`src/rtl/sync_pkg.sv`:
```
// Shared definitions for the synchronizer/filter bank: stage limits, counter
// sizing helper and the per-channel debounce state record.
package sync_pkg;

    localparam int SYNC_MIN_STAGES = 2;
    localparam int DEB_CNT_MAX_W   = 8;

    // Bits needed to represent v distinct values.
    function automatic int clog2(input int v);
        int r;
        int x;
        r = 0;
        x = v - 1;
        while (x > 0) begin
            r = r + 1;
            x = x >> 1;
        end
        return r;
    endfunction

    // The counter field is wide enough for any legal DEB_W; only the low
    // DEB_W bits are ever non-zero.
    typedef struct packed {
        logic [DEB_CNT_MAX_W-1:0] cnt;
        logic                     filt;
    } deb_state_t;

endpackage

```
`src/rtl/sync_chain.sv`:
```
// Single-bit multi-flop synchronizer with synchronous active-high reset to 0.
module sync_chain
    import sync_pkg::*;
#(
    parameter int STAGES = 2
) (
    input  logic clk,
    input  logic rst,
    input  logic d,
    output logic q
);

    if (STAGES < SYNC_MIN_STAGES) begin : g_bad_stages
        $error("sync_chain: STAGES must be at least %0d", SYNC_MIN_STAGES);
    end

    logic [STAGES-1:0] stg_q;
    logic [STAGES-1:0] stg_d;

    // Shift the sampled input one stage deeper each cycle.
    always_comb begin
        stg_d = {stg_q[STAGES-2:0], d};
    end

    // Stage register.
    always_ff @(posedge clk) begin
        if (rst) begin
            stg_q <= {STAGES{1'b0}};
        end else begin
            stg_q <= stg_d;
        end
    end

    assign q = stg_q[STAGES-1];

endmodule

```
`src/rtl/sync_filter_bank.sv`:
```
// Multi-channel input conditioner: synchronize, debounce and edge-detect CH
// level inputs, and capture a source-held bus once per rising qualifier edge.
module sync_filter_bank
    import sync_pkg::*;
#(
    parameter int CH      = 4,
    parameter int STAGES  = 2,
    parameter int DEB_W   = 3,
    parameter int DEB_CNT = 4,
    parameter int DW      = 4
) (
    input  logic          clk,
    input  logic          rst,
    input  logic [CH-1:0] async_in,
    input  logic [DW-1:0] bus_in,
    input  logic          bus_en,
    output logic [CH-1:0] sync_out,
    output logic [CH-1:0] filt_out,
    output logic [CH-1:0] rise,
    output logic [CH-1:0] fall,
    output logic [DW-1:0] bus_out,
    output logic          bus_vld
);

    if (STAGES < SYNC_MIN_STAGES) begin : g_bad_stages
        $error("sync_filter_bank: STAGES must be at least %0d", SYNC_MIN_STAGES);
    end
    if (DEB_W < 1 || DEB_W > DEB_CNT_MAX_W) begin : g_bad_deb_w
        $error("sync_filter_bank: DEB_W out of range");
    end
    if (DEB_CNT < 1 || clog2(DEB_CNT + 1) > DEB_W) begin : g_bad_deb_cnt
        $error("sync_filter_bank: DEB_CNT must be in 1..2**DEB_W-1");
    end
    if (CH < 1 || DW < 1) begin : g_bad_width
        $error("sync_filter_bank: CH and DW must be positive");
    end

    localparam logic [DEB_CNT_MAX_W-1:0] CNT_LAST = DEB_CNT_MAX_W'(DEB_CNT - 1);

    logic [CH-1:0] sync_s;
    logic          en_sync_s;

    for (genvar i = 0; i < CH; i++) begin : g_ch_sync
        sync_chain #(.STAGES(STAGES)) u_sync (
            .clk (clk),
            .rst (rst),
            .d   (async_in[i]),
            .q   (sync_s[i])
        );
    end

    sync_chain #(.STAGES(STAGES)) u_en_sync (
        .clk (clk),
        .rst (rst),
        .d   (bus_en),
        .q   (en_sync_s)
    );

    deb_state_t    deb_q [CH];
    deb_state_t    deb_d [CH];
    logic [CH-1:0] rise_q, rise_d;
    logic [CH-1:0] fall_q, fall_d;
    logic          en_prev_q, en_prev_d;
    logic [DW-1:0] bus_q, bus_d;
    logic          vld_q, vld_d;

    // Debounce: a disagreement must persist DEB_CNT cycles before the
    // filtered level follows; any agreement restarts qualification.
    always_comb begin
        for (int i = 0; i < CH; i++) begin
            deb_d[i]  = deb_q[i];
            rise_d[i] = 1'b0;
            fall_d[i] = 1'b0;
            if (sync_s[i] == deb_q[i].filt) begin
                deb_d[i].cnt = {DEB_CNT_MAX_W{1'b0}};
            end else if (deb_q[i].cnt == CNT_LAST) begin
                deb_d[i].cnt  = {DEB_CNT_MAX_W{1'b0}};
                deb_d[i].filt = sync_s[i];
                rise_d[i]     = sync_s[i];
                fall_d[i]     = ~sync_s[i];
            end else begin
                deb_d[i].cnt = DEB_CNT_MAX_W'(deb_q[i].cnt[DEB_W-1:0] + {{(DEB_W-1){1'b0}}, 1'b1});
            end
        end
    end

    // Bus capture on the rising edge of the synchronized qualifier only.
    always_comb begin
        en_prev_d = en_sync_s;
        vld_d     = en_sync_s & ~en_prev_q;
        if (vld_d) begin
            bus_d = bus_in;
        end else begin
            bus_d = bus_q;
        end
    end

    // State and output registers.
    always_ff @(posedge clk) begin
        if (rst) begin
            for (int i = 0; i < CH; i++) begin
                deb_q[i] <= '{cnt: {DEB_CNT_MAX_W{1'b0}}, filt: 1'b0};
            end
            rise_q    <= {CH{1'b0}};
            fall_q    <= {CH{1'b0}};
            en_prev_q <= 1'b0;
            bus_q     <= {DW{1'b0}};
            vld_q     <= 1'b0;
        end else begin
            for (int i = 0; i < CH; i++) begin
                deb_q[i] <= deb_d[i];
            end
            rise_q    <= rise_d;
            fall_q    <= fall_d;
            en_prev_q <= en_prev_d;
            bus_q     <= bus_d;
            vld_q     <= vld_d;
        end
    end

    always_comb begin
        for (int i = 0; i < CH; i++) begin
            filt_out[i] = deb_q[i].filt;
        end
    end

    assign sync_out = sync_s;
    assign rise     = rise_q;
    assign fall     = fall_q;
    assign bus_out  = bus_q;
    assign bus_vld  = vld_q;

endmodule

```
`config.mk`:
```
export PLATFORM = sky130hd
export DESIGN_NAME = sync_filter_bank
export DESIGN_NICKNAME = d
export VERILOG_FILES = /design/src/rtl/sync_pkg.sv /design/src/rtl/sync_chain.sv /design/src/rtl/sync_filter_bank.sv
export SDC_FILE = /design/constraint.sdc
export NUM_CORES = 1
export LEC_CHECK = 0
export CAP_MARGIN = 40
export CORE_MARGIN = 2
export CORE_UTILIZATION = 45
export DETAILED_ROUTE_END_ITERATION = 6
export PLACE_DENSITY = 0.7
export SLEW_MARGIN = 20
export SYNTH_ARGS = -nofsm -noshare
export SYNTH_HDL_FRONTEND = slang
export SYNTH_SLANG_ARGS = --single-unit
export TNS_END_PERCENT = 100
```
`constraint.sdc`:
```
create_clock -name clk -period 1.6 [get_ports clk]
set_clock_uncertainty 0.2 [all_clocks]
set_input_delay 0.32 -clock clk [delete_from_list [all_inputs] [get_ports clk]]
set_output_delay 0.32 -clock clk [all_outputs]
set_load 0.02 [all_outputs]
```
== Yosys cells after proc, flatten, opt, wreduce, memory -nomap -nowiden ==
Memory sizes are Yosys's and may differ from the RTL's.
Index checks and enable logic that the tools add are counted.

* Bitwise operators: 14
* Equal/unequal tests: 8
* Multiplexer cells: 23
* Add/sub/neg operators: 4
* Reduce and logical (&&, ||, !) cells: 4

{| class="wikitable"
|+ Operators by type and width
! kind !! number
|-
| $mux 9 || 4
|-
| $eq 8x2->1 const B || 4
|-
| $mux 8 || 4
|-
| $add 3x1->4 const B || 4
|-
| $mux 4 || 4
|-
| $reduce_or 3->1 || 4
|-
| $mux 1 || 11
|-
| $not 1->1 || 9
|-
| $eq 1x1->1 || 4
|-
| $or 1x1->1 || 4
|-
| $and 1x1->1 || 1
|}

* Memories: 1
* Output and inout port bits: 21
* Bits in writable memories: 36
* Flip-flop bits (word level): 24
* Logic and storage cells: 70

{| class="wikitable"
|+ Memories
! name !! words !! width !! read ports !! clocked after Yosys merged registers in !! write ports !! RTL line !! text
|-
| deb_q || 4 || 9 || 4 || 0 || 4 || sync_filter_bank.sv:59 || <nowiki>deb_state_t deb_q [CH];</nowiki>
|}

== Depth between registers and ports, before layout ==
An unclocked memory read counts as a cell.

* Depth in word-level cells: 5
* Mapped depth: 4
* Gate-level depth less buffers: 4

== Modules after synthesis ==
From an unflattened synthesis, not the netlist that was laid out.

* Cell total of the unflattened synthesis: 141
* Area total of the unflattened synthesis: 1534.0 sq um

{| class="wikitable"
|+ Modules (own cells, without submodules)
! module !! area an instance (sq um) !! times used !! cells each
|-
| sync_filter_bank || 1271.2 || 1 || 121
|-
| sync_chain || 52.6 || 5 || 4
|}

== Worst setup path before layout ==
No wires, ideal clock.

* Kind: register to register
* From: mem deb_q[3][1] in the netlist's numbering
* To: mem deb_q[3][0] in the netlist's numbering
* Stages on the path, launching flop included: 5
* Arrival: 1004 ps
* Setup slack: 279 ps
* Clock period less this slack: 1321 ps
* Cell sequence: dfxtp_1 ha_1 nor3b_4 mux2i_1 nor2_1

{| class="wikitable"
|+ RTL lines
! element !! RTL line
|-
| from (decl) || sync_filter_bank.sv:59
|}

== Worst setup path after layout ==
* From: reg bus_q[0], in the netlist bus_out[0]
* To: out bus_out[0]

{| class="wikitable"
|+ RTL lines
! element !! RTL line !! text
|-
| from (decl) || sync_filter_bank.sv:64 || <nowiki>logic [DW-1:0] bus_q, bus_d;</nowiki>
|-
| from (signal assigned) || sync_filter_bank.sv:107 || <nowiki>bus_q <= {DW{1'b0}};</nowiki>
|-
| from (signal assigned) || sync_filter_bank.sv:116 || <nowiki>bus_q <= bus_d;</nowiki>
|-
| to (decl) || sync_filter_bank.sv:21 || <nowiki>output logic [DW-1:0] bus_out,</nowiki>
|}

No word-level cell between the ends.

==> run metrics <==
main combinational cell family by area after synthesis=simple AND/OR/NAND/NOR gates; largest net degree at the start of global routing=28; crit-path max FO=2; YS warnings=0; worst hold path class=reg -> reg; non-filler instance count after layout=219; Vias/cell=4.72; grt ovf=0; worst slew pin tran=0.444 ns; area share of fa/ha/maj cells after synthesis=0.0319; Starting Density=0.469; Max-slew headroom=0.703; Worst-path clk slew=~0.11 ns; status=complete, no violations; register area share after synthesis=0.562; IO buf count=31; Yosys reg bits=44; RSZ-0062 raised after global routing=no; mux contribution to synthesized area=0.0511; Setup Viol. Count Final=0; post-CTS setup buffers=0; setup slack after layout=0.0584 ns; worst hold path stage count=1; Final Hold Fails=0; post-layout util=0.564; cts hold-fix bufs=0; met3 wire len=approximately 170 um; Crit Path Class=reg -> out; Hold Path End=bus_vld$_SDFF_PP0_; CTS Sinks=44; DRC=0; H-Tree Level Count=2; DR vias=1,034; Cell Pwr Density=902 nW/um2; # IOs=32; Nets=188; Die Wd=between 60 and 70 um; Post-Route M1 WL=about 1000 um; Critical Path Start=bus_out[0]$_SDFFE_PP0P_; initial DRC count=28; crit-path cells=dlygate4sd2_1; synth unique cells=16; FF-to-FF setup slack=between 0.1 and 0.15 ns; row count=21; share of cells above drive strength 1=0.116; FMAX=about 0.65 GHz; core area=3340 um2; Post-Syn Area=around 1600 um2; Area Overhead vs Synth=20.1%; gpl congestion=0.699; VDD IR max=0.000625 V; placed cell area=1880 um2; number of iterations in the first detailed-routing pass=4; fin area=1880 um2; Final ANT Viol Nets=0; critical path arrival=approximately 1 ns; Place WS=-0.0415 ns; TritonCTS clock tree=yes; max-slew violations=0; Syn Area/Cell=10.8 um2; Die Height=63 um; highest routed layer=met4; Max-Cap Viols=0; r2r startpoint=deb_q[2][1]$_SDFF_PP0_; clk buf depth=2; metal2 WL=1080 um; first-pass GRT wire length=3980 um; Routed WL per cell=10.6 um; family with the most delay on the worst path=flip-flops; diode count=0; post-synthesis simple-gate area fraction=0.263; CTS root buf=clkbuf_4; worst-case reg-to-reg path depth=4; startpoint types=register; worst path bufs/invs=1; die area=3970 um2; Reg-to-Reg End=deb_q[2][0]$_SDFFE_PP0P_; CP max stage delay=0.34 ns; fraction of synthesized cell area in xor and xnor cells=0.0224; Hold Worst Slack=between 0.2 and 0.25 ns; clock latency on the worst-skew pair=0.35 ns; syn_nets=160; crit path time final=1.54 ns; min-delay src=en_prev_q$_SDFF_PP0_; Leak=0.737 nW; Critical Path RT=around 1.1 ns; initial antenna violation count=0; post-synthesis compound-gate area fraction=0.0192; placed instance count=212; WL final=2320 um; cells after synthesis=~150; fin crit share=0.963; vias in the first global route=slightly below 1,000; post-DP HPWL=1730 um; Total GRT Usage=0.130; TritonCTS Buffers=5; CP endpoint kind=primary output; CP max stage cell=dfxtp_1
## worst register-to-register path: stages, from the launching register on
cell and delay, ns:
dfxtp_1 0.38, ha_1 0.23, nor3b_4 0.30, mux2i_1 0.21, nor2_1 0.05
## Yosys cell counts
library cell | count | area [um2]
nor3b_1 | 4 | 30.0
xnor2_1 | 4 | 35.0
nand2_1 | 4 | 15.0
nor3b_4 | 4 | 75.1
buf_1 | 1 | 3.75
buf_2 | 3 | 15.0
nand3_1 | 4 | 20.0
mux2i_1 | 8 | 80.1
nor3_1 | 16 | 80.1
nand2b_1 | 8 | 50.1
dfxtp_1 | 44 | 881
a21o_1 | 4 | 30.0
nor2_1 | 16 | 60.1
ha_1 | 4 | 50.1
buf_4 | 8 | 60.1
nor2b_1 | 13 | 81.3
## report_power, final
| part | internal [mW] | switching, mW |
|---|---|---|
| clock network | 0.162 | 0.319 |
| registers | 1.11 | 0.00937 |
| logic | 0.0519 | 0.0399 |
| total | 1.33 | 0.368 |
## state kept, by name, summed over array words and instances (netlist names)
signal and cells:
rise 4, en_prev_q 1, g_ch_sync.u_sync.stg_q 8, deb_q 20, fall 4, bus_vld 1
bus_out 4, u_en_sync.stg_q 2
## logic make-up after synthesis
kind of cell             count (synthesis)
flip-flops                              44
AO/OA/AOI/OAI                            4
multiplexers                             8
adder cells (fa/ha/maj)                  4
AND/OR/NAND/NOR                         69
buffers and inverters                   12
XOR/XNOR                                 4
## how the worst max path moves through the flow
| stage | endpoint | cells after the start |
|---|---|---|
| 2_1_floorplan | deb_q[3][0]$_SDFFE_PP0P_ | 4 |
| 4_1_cts | sync_out[1] | 1 |
| 3_3_place_gp | deb_q[3][2]$_SDFF_PP0_ | 4 |
| 3_5_place_dp | deb_q[0][3]$_SDFF_PP0_ | 4 |
| 5_1_grt | bus_out[2] | 1 |
| 6_report | bus_out[0] | 1 |
## timing repair
action / in CTS / in global routing
setup endpoints to repair: 21 / 9
resized for setup: 30 / 9
gates cloned: 0 / 0
## metal layers
metal | GRT usage | vias to the layer above
met5 | 0 | -
met4 | 0.0778 | 0
met3 | 0.0577 | 6
met2 | 0.214 | 29
met1 | 0.135 | 472
li1 | - | 527
## final cells by class
cell class / instances / area, um2
flip-flops and latches: 44 / 881
well taps: 46 / 57.6
clock buffers: 6 / 41.3
fillers: 305 / 1460
repair buffers: 33 / 290
multi-input cells: 89 / 607
clock inverters: 1 / 5.00
## cell usage in the layout, fill, tap and decap left out
master	synthesis	final
buf_12	0	1
xnor2_1	4	4
mux2i_1	8	8
clkbuf_2	0	7
nand2b_1	8	8
clkdlybuf4s15_2	0	1
nor2b_1	13	13
clkbuf_4	0	5
nand3_1	4	4
nor3_1	16	16
dfxtp_1	44	44
a21o_1	4	4
nor2_1	16	16
clkdlybuf4s50_1	0	10
buf_4	8	1
ha_1	4	4
nor3b_1	4	4
dlygate4sd2_1	0	11
clkinv_2	0	1
clkdlybuf4s15_1	0	2
nand2_1	4	4
nor3b_4	4	4
clkbuf_1	0	1
## metrics by stage
step,power [mW],TNS (ns)
global route,1.78,0
floorplan,1.20,0
global placement,1.25,0
detailed placement,1.25,-0.125
CTS,1.73,0
finish,1.70,0
Power figures use the tool's default switching activity.
